--- config.mk ---
export PLATFORM = sky130hd
export DESIGN_NAME = vga_scanout_flat
export DESIGN_NICKNAME = d
export VERILOG_FILES = /design/src/rtl/vga_scanout_if.sv /design/src/rtl/vga_scanout.sv /design/src/flat_wrapper.sv
export SDC_FILE = /design/constraint.sdc
export NUM_CORES = 1
export LEC_CHECK = 0
export ABC_CLOCK_PERIOD_IN_PS = 3800
export CAP_MARGIN = 20
export CELL_PAD_IN_SITES_DETAIL_PLACEMENT = 1
export CELL_PAD_IN_SITES_GLOBAL_PLACEMENT = 2
export CORE_MARGIN = 2
export CORE_UTILIZATION = 35
export CTS_BUF_LIST = sky130_fd_sc_hd__clkbuf_4
export DETAILED_ROUTE_END_ITERATION = 7
export PLACE_DENSITY = 0.82
export SYNTH_ARGS = -nofsm -noshare
export SYNTH_HDL_FRONTEND = slang
export SYNTH_SLANG_ARGS = --single-unit
--- constraint.sdc ---
create_clock -name clk -period 3.8 [get_ports clk]
set_clock_uncertainty 0.1 [all_clocks]
set_input_delay 0.95 -clock clk [delete_from_list [all_inputs] [get_ports clk]]
set_output_delay 0.95 -clock clk [all_outputs]
set_load 0.02 [all_outputs]
--- src/rtl/vga_scanout_if.sv ---
// vga_scanout_if
//   Bundles the two sides of the scan-out engine: the pixel-read side toward
//   video memory (pxlAddr out, R/G/B back) and the video side toward the DAC
//   (colour, syncs, blank, pixel strobe, frame pulse).
//
//   master : the scan-out engine (drives pxlAddr and all video outputs,
//            samples R/G/B)
//   slave  : video memory / DAC side (drives R/G/B, observes everything else)
//
//   ADDR_W must match the ADDR_W of the vga_scanout instance it is bound to.
interface vga_scanout_if #(
    parameter int ADDR_W = 18
);
    logic [ADDR_W-1:0] pxlAddr;
    logic [7:0]        R;
    logic [7:0]        G;
    logic [7:0]        B;
    logic [7:0]        vgaR;
    logic [7:0]        vgaG;
    logic [7:0]        vgaB;
    logic              hsync;
    logic              vsync;
    logic              blank_n;
    logic              pxlStb;
    logic              frameStart;

    modport master (
        output pxlAddr,
        input  R, G, B,
        output vgaR, vgaG, vgaB,
        output hsync, vsync, blank_n,
        output pxlStb, frameStart
    );

    modport slave (
        input  pxlAddr,
        output R, G, B,
        input  vgaR, vgaG, vgaB,
        input  hsync, vsync, blank_n,
        input  pxlStb, frameStart
    );
endinterface

--- src/rtl/vga_scanout.sv ---
// vga_scanout
//   Read-side video timing engine. Generates 640x480@60 VGA timing from the
//   system clock, scans an IMG_W x IMG_H image placed at the top-left of the
//   active area, drives the pixel address to video memory and registers the
//   returned pixel onto the VGA outputs with syncs and blank aligned to it.
//
//   Parameters
//     CLK_DIV : system clocks per pixel (>= 2)
//     IMG_W   : image width in pixels  (<= 640)
//     IMG_H   : image height in lines  (<= 480)
//     ADDR_W  : pixel-address width, IMG_W*IMG_H <= 2**ADDR_W
//
//   Ports
//     clk    : system clock
//     reset  : asynchronous, active-high; clears all state
//     bus    : vga_scanout_if.master
//              pxlAddr          -> video memory read address
//              R/G/B            <- pixel data (must be valid CLK_DIV-1 clks
//                                  after pxlAddr changes)
//              vgaR/vgaG/vgaB   -> colour to DAC
//              hsync/vsync      -> active-low syncs
//              blank_n          -> high in the visible area
//              pxlStb           -> one-clk strobe per pixel period
//              frameStart       -> one-clk pulse when pixel (0,0) is issued
//
//   Pipeline
//     counters (h, v) --tick--> stage 1 (address + control)
//                     --tick--> stage 2 (colour + control on the pins)
module vga_scanout #(
    parameter int CLK_DIV = 2,
    parameter int IMG_W   = 256,
    parameter int IMG_H   = 256,
    parameter int ADDR_W  = 18
) (
    input  logic          clk,
    input  logic          reset,
    vga_scanout_if.master bus
);

    // ------------------------------------------------------------------
    // Constants
    // ------------------------------------------------------------------
    localparam int DIV_W = (CLK_DIV > 2) ? $clog2(CLK_DIV) : 1;
    localparam logic [DIV_W-1:0] DIV_LAST = DIV_W'(CLK_DIV - 1);

    localparam logic [9:0] H_ACT_END  = 10'd640;
    localparam logic [9:0] H_SYNC_BEG = 10'd656;
    localparam logic [9:0] H_SYNC_END = 10'd751;
    localparam logic [9:0] H_LAST     = 10'd799;

    localparam logic [9:0] V_ACT_END  = 10'd480;
    localparam logic [9:0] V_SYNC_BEG = 10'd490;
    localparam logic [9:0] V_SYNC_END = 10'd491;
    localparam logic [9:0] V_LAST     = 10'd524;

    localparam logic [9:0]        IMG_W_C  = 10'(IMG_W);
    localparam logic [9:0]        IMG_H_C  = 10'(IMG_H);
    localparam logic [ADDR_W-1:0] ROW_STEP = ADDR_W'(IMG_W);

    // ------------------------------------------------------------------
    // Timing state
    // ------------------------------------------------------------------
    logic [DIV_W-1:0]  divCnt;
    logic [9:0]        hCnt;
    logic [9:0]        vCnt;
    // Running v*IMG_W, so the address needs only an adder, not a multiplier.
    // It keeps counting past the image bottom; its value is ignored there.
    logic [ADDR_W-1:0] rowBase;

    logic              tick;
    logic              hWrap;
    logic              vWrap;
    logic [9:0]        hNext;
    logic [9:0]        vNext;
    logic [ADDR_W-1:0] rowBaseNext;

    // Decode of the current (h, v), registered into stage 1 on the tick
    logic              inImgNow;
    logic              actNow;
    logic              hsNow;
    logic              vsNow;
    logic [ADDR_W-1:0] addrNow;

    // Stage 1
    logic [ADDR_W-1:0] addrS1;
    logic              inImgS1;
    logic              actS1;
    logic              hsS1;
    logic              vsS1;

    // Stage 2
    logic [7:0]        pixIn  [3];
    logic [7:0]        pixOut [3];
    logic              blankS2;
    logic              hsyncS2;
    logic              vsyncS2;

    // Strobes
    logic              stbOut;
    logic              frameOut;

    // ------------------------------------------------------------------
    // Next-state and decode
    // ------------------------------------------------------------------
    always_comb begin
        tick        = (divCnt == DIV_LAST);
        hWrap       = (hCnt == H_LAST);
        vWrap       = (vCnt == V_LAST);

        hNext       = hWrap ? 10'd0 : hCnt + 10'd1;
        vNext       = vCnt;
        rowBaseNext = rowBase;
        if (hWrap) begin
            if (vWrap) begin
                vNext       = 10'd0;
                rowBaseNext = '0;
            end else begin
                vNext       = vCnt + 10'd1;
                rowBaseNext = rowBase + ROW_STEP;
            end
        end

        inImgNow = (hCnt < IMG_W_C) && (vCnt < IMG_H_C);
        addrNow  = inImgNow ? (rowBase + ADDR_W'(hCnt)) : '0;
        actNow   = (hCnt < H_ACT_END) && (vCnt < V_ACT_END);
        hsNow    = !((hCnt >= H_SYNC_BEG) && (hCnt <= H_SYNC_END));
        vsNow    = !((vCnt >= V_SYNC_BEG) && (vCnt <= V_SYNC_END));
    end

    // ------------------------------------------------------------------
    // Pixel divider and raster counters
    // ------------------------------------------------------------------
    always_ff @(posedge clk or posedge reset) begin
        if (reset) begin
            divCnt  <= '0;
            hCnt    <= 10'd0;
            vCnt    <= 10'd0;
            rowBase <= '0;
        end else begin
            divCnt <= tick ? '0 : divCnt + 1'b1;
            if (tick) begin
                hCnt    <= hNext;
                vCnt    <= vNext;
                rowBase <= rowBaseNext;
            end
        end
    end

    // ------------------------------------------------------------------
    // Strobes: registered so that they coincide with the new pipeline
    // contents (the first one lands together with pixel (0,0) in stage 1).
    // ------------------------------------------------------------------
    always_ff @(posedge clk or posedge reset) begin
        if (reset) begin
            stbOut   <= 1'b0;
            frameOut <= 1'b0;
        end else begin
            stbOut   <= tick;
            frameOut <= tick && (hCnt == 10'd0) && (vCnt == 10'd0);
        end
    end

    // ------------------------------------------------------------------
    // Stage 1: address and control for the current pixel.
    // Syncs idle high so stage 2 never sees a false sync pulse after reset.
    // ------------------------------------------------------------------
    always_ff @(posedge clk or posedge reset) begin
        if (reset) begin
            addrS1  <= '0;
            inImgS1 <= 1'b0;
            actS1   <= 1'b0;
            hsS1    <= 1'b1;
            vsS1    <= 1'b1;
        end else if (tick) begin
            addrS1  <= addrNow;
            inImgS1 <= inImgNow;
            actS1   <= actNow;
            hsS1    <= hsNow;
            vsS1    <= vsNow;
        end
    end

    // ------------------------------------------------------------------
    // Stage 2: colour from memory (black outside the image) and control
    // ------------------------------------------------------------------
    assign pixIn[0] = bus.R;
    assign pixIn[1] = bus.G;
    assign pixIn[2] = bus.B;

    for (genvar gi = 0; gi < 3; gi++) begin : gChan
        logic [7:0] chanQ;

        always_ff @(posedge clk or posedge reset) begin
            if (reset) begin
                chanQ <= 8'd0;
            end else if (tick) begin
                chanQ <= inImgS1 ? pixIn[gi] : 8'd0;
            end
        end

        assign pixOut[gi] = chanQ;
    end

    always_ff @(posedge clk or posedge reset) begin
        if (reset) begin
            blankS2 <= 1'b0;
            hsyncS2 <= 1'b1;
            vsyncS2 <= 1'b1;
        end else if (tick) begin
            blankS2 <= actS1;
            hsyncS2 <= hsS1;
            vsyncS2 <= vsS1;
        end
    end

    // ------------------------------------------------------------------
    // Outputs
    // ------------------------------------------------------------------
    assign bus.pxlAddr    = addrS1;
    assign bus.vgaR       = pixOut[0];
    assign bus.vgaG       = pixOut[1];
    assign bus.vgaB       = pixOut[2];
    assign bus.blank_n    = blankS2;
    assign bus.hsync      = hsyncS2;
    assign bus.vsync      = vsyncS2;
    assign bus.pxlStb     = stbOut;
    assign bus.frameStart = frameOut;

endmodule

--- src/flat_wrapper.sv ---
// flat-port wrapper written by rule: the top's interface ports become plain ports
module vga_scanout_flat 
#(
    parameter int CLK_DIV = 2,
    parameter int IMG_W   = 256,
    parameter int IMG_H   = 256,
    parameter int ADDR_W  = 18
)
  (clk, reset, bus_pxlAddr, bus_R, bus_G, bus_B, bus_vgaR, bus_vgaG, bus_vgaB, bus_hsync, bus_vsync, bus_blank_n, bus_pxlStb, bus_frameStart);
  vga_scanout_if #(.ADDR_W(ADDR_W)) bus_i ();
  input  logic clk;
  input  logic reset;
  output wire logic [$bits(bus_i.pxlAddr)-1:0] bus_pxlAddr;
  input wire logic [$bits(bus_i.R)-1:0] bus_R;
  input wire logic [$bits(bus_i.G)-1:0] bus_G;
  input wire logic [$bits(bus_i.B)-1:0] bus_B;
  output wire logic [$bits(bus_i.vgaR)-1:0] bus_vgaR;
  output wire logic [$bits(bus_i.vgaG)-1:0] bus_vgaG;
  output wire logic [$bits(bus_i.vgaB)-1:0] bus_vgaB;
  output wire logic [$bits(bus_i.hsync)-1:0] bus_hsync;
  output wire logic [$bits(bus_i.vsync)-1:0] bus_vsync;
  output wire logic [$bits(bus_i.blank_n)-1:0] bus_blank_n;
  output wire logic [$bits(bus_i.pxlStb)-1:0] bus_pxlStb;
  output wire logic [$bits(bus_i.frameStart)-1:0] bus_frameStart;
  assign bus_pxlAddr = bus_i.pxlAddr;
  assign bus_i.R = bus_R;
  assign bus_i.G = bus_G;
  assign bus_i.B = bus_B;
  assign bus_vgaR = bus_i.vgaR;
  assign bus_vgaG = bus_i.vgaG;
  assign bus_vgaB = bus_i.vgaB;
  assign bus_hsync = bus_i.hsync;
  assign bus_vsync = bus_i.vsync;
  assign bus_blank_n = bus_i.blank_n;
  assign bus_pxlStb = bus_i.pxlStb;
  assign bus_frameStart = bus_i.frameStart;
  vga_scanout #(.CLK_DIV(CLK_DIV), .IMG_W(IMG_W), .IMG_H(IMG_H), .ADDR_W(ADDR_W)) u_core (.clk(clk), .reset(reset), .bus(bus_i));
endmodule
Word-level counts from Yosys, hierarchy flattened
Cells that the tools add are included.

operators by class
  $add $sub $neg = 5
  $lt $le $gt $ge = 8
  equality and inequality tests = 2
  muxes and demuxes = 8
  reduce and logical (&&, ||, !) cells = 11

operators with widths
  kind                   number
  $mux 18                2
  $lt 10x9->1 const B    3
  $mux 8                 3
  $add 10x1->10 const B  2
  $eq 10x10->1 const B   2
  $logic_not 10->1       2
  $mux 10                2
  $add 18x10->18         1
  $add 18x9->18 const B  1
  $ge 10x10->1 const B   1
  $ge 10x9->1 const B    1
  $le 10x10->1 const B   1
  $le 10x9->1 const B    1
  $lt 10x10->1 const B   1
  $logic_and 1x1->1      6
  $logic_not 1->1        2
  $reduce_and 2->1       1
  $add 1x1->1 const B    1
  $mux 1                 1

storage, ports and cells
  register bits after elaboration = 90
  input bits = 26
  output and inout port bits = 47
  logic and storage cells = 51

Longest topological paths before layout
Gate-level depths: netlist of run 1.

  word-level depth = 3
  gate-level depth with buffers = 7
  mapped depth without buffers = 5

Least setup slack after synthesis of run 1
No wires, ideal clock.

  kind = register -> register
  from = reg u_core.hCnt[9]
  to = reg u_core.addrS1[16], in the netlist u_core.bus.pxlAddr[16]
  setup time = 0.121 ns
  arrival = 1.559 ns
  data required time = 3.579 ns
  setup slack = 2.020 ns
  stages on the path, launching flop included = 6
  path buffers = 0
  period minus slack after synthesis = 1.780 ns
  path through = dfrtp_1 ha_1 a21oi_1 nor3_1 xor2_1 a22o_1

between the ends
  word-level cells in the longest chain between the ends = 3
  elaborated cells between the ends (all ways) = 4
  classes of those cells = 1 x add/sub; 1 x order compare; 1 x mux; 1 x reduce/logical

ends and longest elaborated chain
  element                                                 line                RTL
  from (decl)                                             vga_scanout.sv:64   logic [9:0] hCnt;
  from (signal assigned)                                  vga_scanout.sv:142  hCnt <= hNext;
  branches (longest 2 deep; another with $add 18x10->18)  n/a
  $mux 18 *                                               vga_scanout.sv:124  addrNow = inImgNow ? (rowBase + ADDR_W'(hCnt)) : '0;
  to (signal assigned)                                    vga_scanout.sv:175  addrS1 <= addrNow;
  to (decl)                                               vga_scanout.sv:85   logic [ADDR_W-1:0] addrS1;

Every way passes the cells marked *.
A chain may end at the register's enable or synchronous reset.

Worst setup path in the final report of run 1
  from = reg u_core.hsyncS2, in the netlist u_core.bus.hsync
  to = out bus_hsync

RTL lines
  element                 line                RTL
  from (decl)             vga_scanout.sv:95   logic hsyncS2;
  from (signal assigned)  vga_scanout.sv:211  hsyncS2 <= hsS1;
  to (decl)               flat_wrapper.sv:20  output wire logic [$bits(bus_i.hsync)-1:0] bus_hsync;

No word-level cell between the ends.

==> metrics.cfg, run 1 <==
[critical_path]
critical-path-top-delay-family = buffers and inverters
worstPathBufferInverterCount = 1
timing.critical_path.arrival_ns = 1.60
crit_path_max_incr_delay_ns = 0.59
critical_path.endpoint_type = output port
critical_path.slowest_cell = clkdlybuf4s50_1
crit_path_start_kind = register
cp_cell_sequence = clkdlybuf4s50_1
r2r_start = u_core.divCnt
crit_type = register to output port
worstPathMaxFanout = 2
timing.critical_path.required_ns = 2.75
setup.worst_path.start = u_core.bus.hsync

[sta]
rsz0062_at_grt = no
fmax_mhz = 378
worstMarginPinSlew_ns = 0.791
fin_hold_viols = 0
fin_hold_ws_ns = 0.412
timing.max_slew.rel_slack = 0.472
post-route-period-util = 0.696
finalSetupViolCount = 0
drv_slew = 0
finalSetupTns_ns = 0
timing.final.crit_period_ns = 2.65

[logic_synthesis]
seq_area_frac_synth = 0.551
synthMostInstantiatedCell = dfrtp_1
ys_ff_latch = 82
async_flop_share = 1.00
netlist.top_cell.by_area = dfrtp_1
synth.cells.most_frequent = 78 x dfrtp_1, 35 x a22o_1, 23 x nand2_1
synth-edff-count = 0
postSynth.topFlopCell = dfrtp_1
syn-cell-area_sq_um = 3730
postSynthNetCount = 362
synth_top_area_frac = 0.523
synth_top_cells_by_area = dfrtp_1 52%, a22o_1 8.2%, dfstp_2 2.8%
synth_cell_types = 50
syn-instance-count = 329
ys.warnings.count = 0
post_synth.cell_area_avg_sq_um = 11.3

[placement]
gp_congestion = 0.761
port_buffers = 72
placement_cell_area_sq_um = 4540
place_inst = 519
dp_hpwl_um = 6380

[final_layout]
number_of_standard_cells_in_the_layout_taps_in_and_fillers_out = 535
final_design_area_no_fill_sq_um = 4660
fillCellCount = 1120
fin_nets = 427
area.growth.synth_to_final_pct = 24.8
antenna_cells_inserted = 0
fraction_of_final_layout_cells_sized_beyond_drive_strength_1 = 0.0977

[clock_network]
cts.root.buffer_cell = clkbuf_4
cts.reportedPaths.clkPinSlew_ns = 0.14
cts-root-to-sink-buffers = 2
cts-hold-fix-buffers = 0
clock_latency_ns = 0.45
inserted_clock_buffers = 9
h-tree-depth = 3
cts_setup_buffers = 0
tritoncts = built
cts_repair_resize_count = 0
cts.sink_count = 82

[power_and_ir_drop]
p_leak_nw = 2.01
p_seq_frac = 0.610
share_clk_of_total_power = 0.320
power_report.internal_total_mw = 1.08
cellPowerDensity_nw_per_um2 = 314
worst_ir_drop_on_vdd_uv = 165
power.combinational.fraction = 0.069
net-switching-power_mw = 0.384
sw_frac_of_total = 0.262

[floorplan]
ioPinCount = 73
floorplan.rows = 37
core_sq_um = 10300
floorplan.die.width_um = 107
die_y_um = 107
overall_die_area_sq_um = 11500
start_util = 0.362

[run_status]
status = finished clean

[routing]
first_pass_iters = 4
drt-total-wl_um = 9090
highest-signal-layer = met4
viasPerCell = 5.31
wl_met1_um = 4490
wl_met2_um = 4110
via_count = 2840
routedWlPerCell_um = 17.0
drcViolationCount = 0
wl_met3_um = 299
route.antenna.remaining_nets = 0
detail_route.iter0.violations = 97

[global_route]
antenna_found_initial = 0
grt_first_pass_wirelength_um = 15500
overflow = 0
grt_max_degree = 46
grt_pass1_vias = 2972
grt_use_total = 0.172

[run]
max-cap-violations = 0

[worst_hold_path]
worstHoldPathType = register to register
hp-start = u_core.bus.pxlAddr[6]

cells in the final DEF (no fill, tap or decap), drive strengths merged, types with 3 or more instances in the layout:
master	n
a32o	4
clkinv	4
nand3	11
inv	11
clkdlybuf4s50	72
o2bb2ai	10
mux2	4
nor4	4
xor2	7
and3	4
buf	4
dfrtp	78
dfstp	4
clkbuf	9
nor4b	3
nor3	13
xnor2	12
a21o	4
nand4	8
a31oi	3
ha	7
and2	3
nand2	23
a21oi	8
or4	4
o21ai	15
nor2	20
a22o	35
per-layer routing:
| metal | up-vias | track usage |
|---|---|---|
| met1 | 1439 | 0.236 |
| met5 | - | 0 |
| li1 | 1331 | - |
| met3 | 15 | 0.0309 |
| met4 | 0 | 0.0668 |
| met2 | 55 | 0.270 |
cells by family (layout without fill, tap and decap cells):
kind of cell / after synthesis / after routing / synth area share
AOI/OAI and AO/OA: 82 / 82 / 0.167
DFF: 82 / 82 / 0.551
xor gates and xnor gates: 19 / 19 / 0.0446
and+or+nand+nor: 104 / 104 / 0.159
buffers and inverters: 31 / 101 / 0.0432
adders and majority gates: 7 / 7 / 0.0235
muxes: 4 / 4 / 0.0121
per-stage QoR:
stage / util / total power [mW] / setup slack, ns
3_5_place_dp: 0.440 / 1.01 / 1.47
2_1_floorplan: - / 0.949 / 0.648
5_1_grt: 0.451 / 1.53 / 1.10
3_3_place_gp: 0.440 / 1.01 / 1.51
6_report: 0.451 / 1.46 / 1.15
4_1_cts: 0.451 / 1.49 / 1.12
power groups by stage:
stage | Combinational, mW | Clock (mW) | Sequential, mW
2_1_floorplan | 0.0232 | 0 | 0.925
3_3_place_gp | 0.102 | 0 | 0.909
3_5_place_dp | 0.103 | 0 | 0.909
4_1_cts | 0.104 | 0.491 | 0.893
5_1_grt | 0.109 | 0.525 | 0.895
6_report | 0.102 | 0.469 | 0.893
state kept, by name (all words and copies together), names as in the netlist:
name	count
u_core.bus.vgaR	8
u_core.bus.vgaG	8
u_core.bus.pxlAddr	18
u_core.divCnt	1
u_core.bus.blank_n	1
u_core.rowBase	10
u_core.hCnt	10
u_core.vsS1	1
u_core.bus.vsync	1
u_core.bus.vgaB	8
u_core.bus.hsync	1
u_core.inImgS1	1
u_core.vCnt	10
u_core.hsS1	1
u_core.actS1	1
u_core.bus.pxlStb	1
u_core.bus.frameStart	1
final timing paths:
| check | end | slack, ns | cells past startpoint |
|---|---|---|---|
| max | bus_hsync | 1.15 | 1 |
| max reg2reg | u_core.vCnt[9] | 1.67 | 4 |
| min reg2reg | u_core.bus.pxlAddr[6] | 0.41 | 1 |
| min | u_core.bus.pxlAddr[6] | 0.41 | 1 |
| max in group asynchronous | u_core.vsS1 | 2.01 | 3 |
| min in group asynchronous | u_core.bus.vgaR[2] | 0.83 | 2 |
layout make-up:
| cell class | instances | area (sq um) | share of cell area |
|---|---|---|---|
| Inverter | 9 | 35.0 | 0.00752 |
| Clock buffer | 9 | 67.6 | 0.0145 |
| Multi-Input combinational cell | 216 | 1510 | 0.325 |
| Tap cell | 136 | 170 | 0.0365 |
| Sequential cell | 82 | 2060 | 0.442 |
| Clock inverter | 7 | 51.3 | 0.0110 |
| Timing Repair Buffer | 76 | 763 | 0.164 |
Power figures use the tool's default switching activity.
==> run 2: changes to the inputs <==
--- a/config.mk
+++ b/config.mk
@@ -5,7 +5,7 @@
 export SDC_FILE = /design/constraint.sdc
 export NUM_CORES = 1
 export LEC_CHECK = 0
-export ABC_CLOCK_PERIOD_IN_PS = 3800
+export ABC_CLOCK_PERIOD_IN_PS = 2600
 export CAP_MARGIN = 20
 export CELL_PAD_IN_SITES_DETAIL_PLACEMENT = 1
 export CELL_PAD_IN_SITES_GLOBAL_PLACEMENT = 2
==> constraint.sdc (replaced) <==
create_clock -name clk -period 2.6 [get_ports clk]
set_clock_uncertainty 0.1 [all_clocks]
set_input_delay 0.65 -clock clk [delete_from_list [all_inputs] [get_ports clk]]
set_output_delay 0.65 -clock clk [all_outputs]
set_load 0.02 [all_outputs]
==> run 2 against run 1 <==
Effect of this change: core utilization up 0.58 points; combinational power up 45%; via count down 0.63%; global-route usage down 0.14 points; sequential share of layout area down 0.56 points; non-clock buffer count up 2; worst setup slack worse by 0.88 ns; die area unchanged; flip-flop and latch count unchanged; critical endpoint is now bus_vsync; largest power group unchanged; highest routed layer unchanged.
==> metrics.cfg, run 2 (synthesis gave the netlist of run 1 again) <==
[run_status]
status = finished clean

[critical_path]
worstPathBufferInverterCount = 1
critical_path.endpoint_type = output port
cp_cell_sequence = clkdlybuf4s50_1
timing.critical_path.to = bus_vsync
crit_path_start_kind = register
critical-path-top-delay-family = buffers and inverters
crit_path_max_incr_delay_ns = 0.60
crit_type = register to output port
setup.worst_path.start = u_core.bus.vsync
worstPathMaxFanout = 2
timing.rr.end = u_core.bus.pxlAddr[16]
worst-r2r-setup-slack_ns = 0.52
timing.critical_path.required_ns = 1.85
cp.depth = 1
r2r_start = u_core.hCnt[9]
critical_path.slowest_cell = clkdlybuf4s50_1
timing.critical_path.arrival_ns = 1.57
worst-r2r-cell-count = 5

[routing]
viasPerCell = 5.26
routedWlPerCell_um = 17.1
route.antenna.remaining_nets = 0
detail_route.iter0.violations = 123
via_count = 2822
drt-total-wl_um = 9180
first_pass_iters = 4
drcViolationCount = 0

[power_and_ir_drop]
worst_ir_drop_on_vdd_uv = 317
p_leak_nw = 2.03
cellPowerDensity_nw_per_um2 = 486
total_power_mw = 2.29

[sta]
fin_hold_viols = 0
timing.max_slew.rel_slack = 0.588
post-route-period-util = 0.893
fmax_mhz = 431
drv_slew = 0
worstMarginPinSlew_ns = 0.618
finalSetupTns_ns = 0
finalSetupViolCount = 0
rsz0062_at_grt = no
timing.final.crit_period_ns = 2.32
fin_hold_ws_ns = 0.400

[final_layout]
leading_cell_type_in_the_layout_fill_and_taps_excluded = dfrtp_1
final_design_area_no_fill_sq_um = 4720
number_of_standard_cells_in_the_layout_taps_in_and_fillers_out = 537
fraction_of_final_layout_cells_sized_beyond_drive_strength_1 = 0.105
area.growth.synth_to_final_pct = 26.4
largest_register_ffs = 18
antenna_cells_inserted = 0
final_cell_mix = 78 x dfrtp_1, 72 x clkdlybuf4s50_1, 35 x a22o_1
fin_nets = 429

[run]
max-cap-violations = 0

[placement]
place_inst = 521
placement_cell_area_sq_um = 4560
dp_hpwl_um = 6290
port_buffers = 72
gp_congestion = 0.774

[global_route]
antenna_found_initial = 0
grt_first_pass_wirelength_um = 15500
grt_max_degree = 83
grt.met1_usage = 0.229
grt_use_total = 0.170
grt_pass1_vias = 2985
grtUsageMet3 = 0.0460
overflow = 0
grtUsageMet2 = 0.277
most_heavily_used_metal_layer_in_global_routing = met2

[clock_network]
cts.sink_count = 82
cts_setup_buffers = 0
clock_latency_ns = 0.43
cts_repair_resize_count = 0
cts.reportedPaths.clkPinSlew_ns = 0.13
cts-root-to-sink-buffers = 2
inserted_clock_buffers = 9
cts-hold-fix-buffers = 0
tritoncts = built
cts.root.buffer_cell = clkbuf_4
h-tree-depth = 3

[floorplan]
floorplan.rows = 37
start_util = 0.362
die_y_um = 107
overall_die_area_sq_um = 11500
ioPinCount = 73
core_sq_um = 10300
floorplan.die.width_um = 107

[worst_hold_path]
worstHoldPathType = register to register

[run 2: how the worst min path moves through the flow]
stage	cells after the start	slack [ns]	from	to
finish	1	0.40	u_core.bus.pxlAddr[9]	u_core.bus.pxlAddr[9]
detailed placement	1	0.37	u_core.bus.pxlAddr[9]	u_core.bus.pxlAddr[9]
floorplan	0	0.25	u_core.divCnt	u_core.bus.pxlStb
CTS	1	0.40	u_core.bus.pxlAddr[9]	u_core.bus.pxlAddr[9]
global placement	1	0.36	u_core.bus.pxlAddr[9]	u_core.bus.pxlAddr[9]
global route	1	0.42	u_core.bus.pxlAddr[9]	u_core.bus.pxlAddr[9]
[run 2: stage by stage]
stage	utilization	setup WS, ns
finish	0.457	0.277
global route	0.457	0.203
CTS	0.457	0.232
detailed placement	0.441	0.524
global placement	0.441	0.612
floorplan	-	0.820
[run 2: cell type report]
type / count / area [sq um]
timing repair buffer: 78 / 778
tap: 136 / 170
inverter: 9 / 37.5
multi-input combinational: 216 / 1510
clock inverter: 7 / 93.8
clock buffer: 9 / 67.6
fill: 1126 / 5610
sequential: 82 / 2060
[run 2: power by group]
group / internal, mW / switching (mW) / total, mW / leakage [nW]
clock network: 0.388 / 0.453 / 0.841 / 0.0819
logic: 0.0799 / 0.0685 / 0.148 / 0.924
registers: 1.29 / 0.00986 / 1.30 / 1.03
[run 2: routing by layer]
| metal | vias to the layer above | wire [um] |
|---|---|---|
| li1 | 1338 | - |
| met1 | 1418 | 4350 |
| met2 | 63 | 4380 |
| met3 | 3 | 430 |
| met4 | 0 | 21 |
| met5 | - | 0 |
==> run 3: changes to the inputs <==
--- a/config.mk
+++ b/config.mk
@@ -9,11 +9,12 @@
 export CAP_MARGIN = 20
 export CELL_PAD_IN_SITES_DETAIL_PLACEMENT = 1
 export CELL_PAD_IN_SITES_GLOBAL_PLACEMENT = 2
-export CORE_MARGIN = 2
+export CORE_MARGIN = 4
 export CORE_UTILIZATION = 35
 export CTS_BUF_LIST = sky130_fd_sc_hd__clkbuf_4
 export DETAILED_ROUTE_END_ITERATION = 7
 export PLACE_DENSITY = 0.82
+export SETUP_SLACK_MARGIN = 0.02
 export SYNTH_ARGS = -nofsm -noshare
 export SYNTH_HDL_FRONTEND = slang
 export SYNTH_SLANG_ARGS = --single-unit
==> run 3 against run 2 <==
Effect of this change: routed wire length up 0.19%; maximum frequency down 0.37%; register-to-register slack about the same; flip-flop and latch count unchanged; non-clock buffer count up 4; largest power group unchanged.
==> metrics.cfg, run 3 (synthesis gave the netlist of run 1 again) <==
[critical_path]
critical_path.endpoint_type = output port
worst-r2r-setup-slack_ns = 0.52
critical-path-top-delay-family = buffers and inverters
cp_cell_sequence = clkdlybuf4s50_1
worstPathBufferInverterCount = 1
timing.critical_path.required_ns = 1.85
critical_path.slowest_cell = clkdlybuf4s50_1
cp.depth = 1
setup.worst_path.start = u_core.bus.hsync
r2r_start = u_core.hCnt[9]
worstPathMaxFanout = 2
timing.critical_path.to = bus_hsync
crit_type = register to output port
crit_path_start_kind = register
crit_path_max_incr_delay_ns = 0.60
worst-r2r-cell-count = 3
timing.rr.end = u_core.bus.frameStart
timing.critical_path.arrival_ns = 1.58

[clock_network]
cts-root-to-sink-buffers = 2
inserted_clock_buffers = 9
clock_latency_ns = 0.43
tritoncts = built
cts_repair_resize_count = 0
cts-hold-fix-buffers = 0
cts.sink_count = 82
cts.root.buffer_cell = clkbuf_4
cts.reportedPaths.clkPinSlew_ns = 0.14
h-tree-depth = 3
cts_setup_buffers = 0

[routing]
detail_route.iter0.violations = 206
drcViolationCount = 0
route.antenna.remaining_nets = 0
drt-total-wl_um = 9200
via_count = 2876
first_pass_iters = 4
routedWlPerCell_um = 17.0
viasPerCell = 5.32

[floorplan]
start_util = 0.360
ioPinCount = 73
floorplan.rows = 37
core_sq_um = 10400
die_y_um = 111
floorplan.die.width_um = 111
overall_die_area_sq_um = 12400

[power_and_ir_drop]
worst_ir_drop_on_vdd_uv = 236
cellPowerDensity_nw_per_um2 = 484
p_leak_nw = 2.06

[sta]
timing.max_slew.rel_slack = 0.617
rsz0062_at_grt = no
timing.final.crit_period_ns = 2.33
drv_slew = 0
fin_hold_viols = 0
finalSetupTns_ns = 0
post-route-period-util = 0.897
finalSetupViolCount = 0
fmax_mhz = 429
worstMarginPinSlew_ns = 0.573

[global_route]
grt_max_degree = 41
antenna_found_initial = 0
grt_first_pass_wirelength_um = 15800
grt_use_total = 0.156
grt_pass1_vias = 2989
overflow = 0

[placement]
port_buffers = 72
dp_hpwl_um = 6550
placement_cell_area_sq_um = 4600
gp_congestion = 0.762

[final_layout]
fraction_of_final_layout_cells_sized_beyond_drive_strength_1 = 0.109
final_cell_mix = 78 x dfrtp_1, 72 x clkdlybuf4s50_1, 35 x a22o_1
fin_nets = 433
antenna_cells_inserted = 0
leading_cell_type_in_the_layout_fill_and_taps_excluded = dfrtp_1
area.growth.synth_to_final_pct = 27.6
post-route-util = 0.459
final_design_area_no_fill_sq_um = 4760
largest_register_ffs = 18

[run_status]
status = finished clean

[run]
max-cap-violations = 0

[worst_hold_path]
worstHoldPathType = register to register

## run 3: how the worst min path moves through the flow
stage | start | end | slack [ns] | cells past startpoint
final | u_core.bus.pxlAddr[3] | u_core.bus.pxlAddr[3] | 0.40 | 1
after global routing | u_core.vsS1 | u_core.vsS1 | 0.44 | 2
after global placement | u_core.bus.pxlAddr[9] | u_core.bus.pxlAddr[9] | 0.37 | 1
after floorplan | u_core.divCnt | u_core.bus.pxlStb | 0.25 | 0
after CTS | u_core.bus.pxlAddr[3] | u_core.bus.pxlAddr[3] | 0.41 | 1
after detailed placement | u_core.bus.pxlAddr[3] | u_core.bus.pxlAddr[3] | 0.37 | 1
## run 3: area by class of cell
class	instances	area, sq um
Fill cell	1161	5610
Sequential cell	82	2060
Multi-Input combinational cell	216	1510
Timing Repair Buffer	82	821
Tap cell	136	170
Clock inverter	7	93.8
Clock buffer	9	67.6
Inverter	9	37.5
## run 3: per-layer routing
metal / share of wire / vias up / track usage
met5: 0 / - / 0
met1: 0.49 / 1452 / 0.221
li1: - / 1346 / -
met4: 0.012 / 0 / 0.0511
met3: 0.048 / 8 / 0.0360
met2: 0.45 / 70 / 0.238
## run 3: stage by stage
step	total power, mW	setup WS (ns)	hold slack (ns)	cells
after floorplan	1.39	0.820	0.249	329
after CTS	2.34	0.226	0.407	541
final	2.30	0.269	0.401	541
after detailed placement	1.48	0.551	0.374	525
after global placement	1.48	0.582	0.370	525
after global routing	2.42	0.170	0.436	541
## run 3: report_power, final
part | internal, mW | switching, mW
clock | 0.389 | 0.458
sequential | 1.29 | 0.0106
combinational | 0.0828 | 0.0696
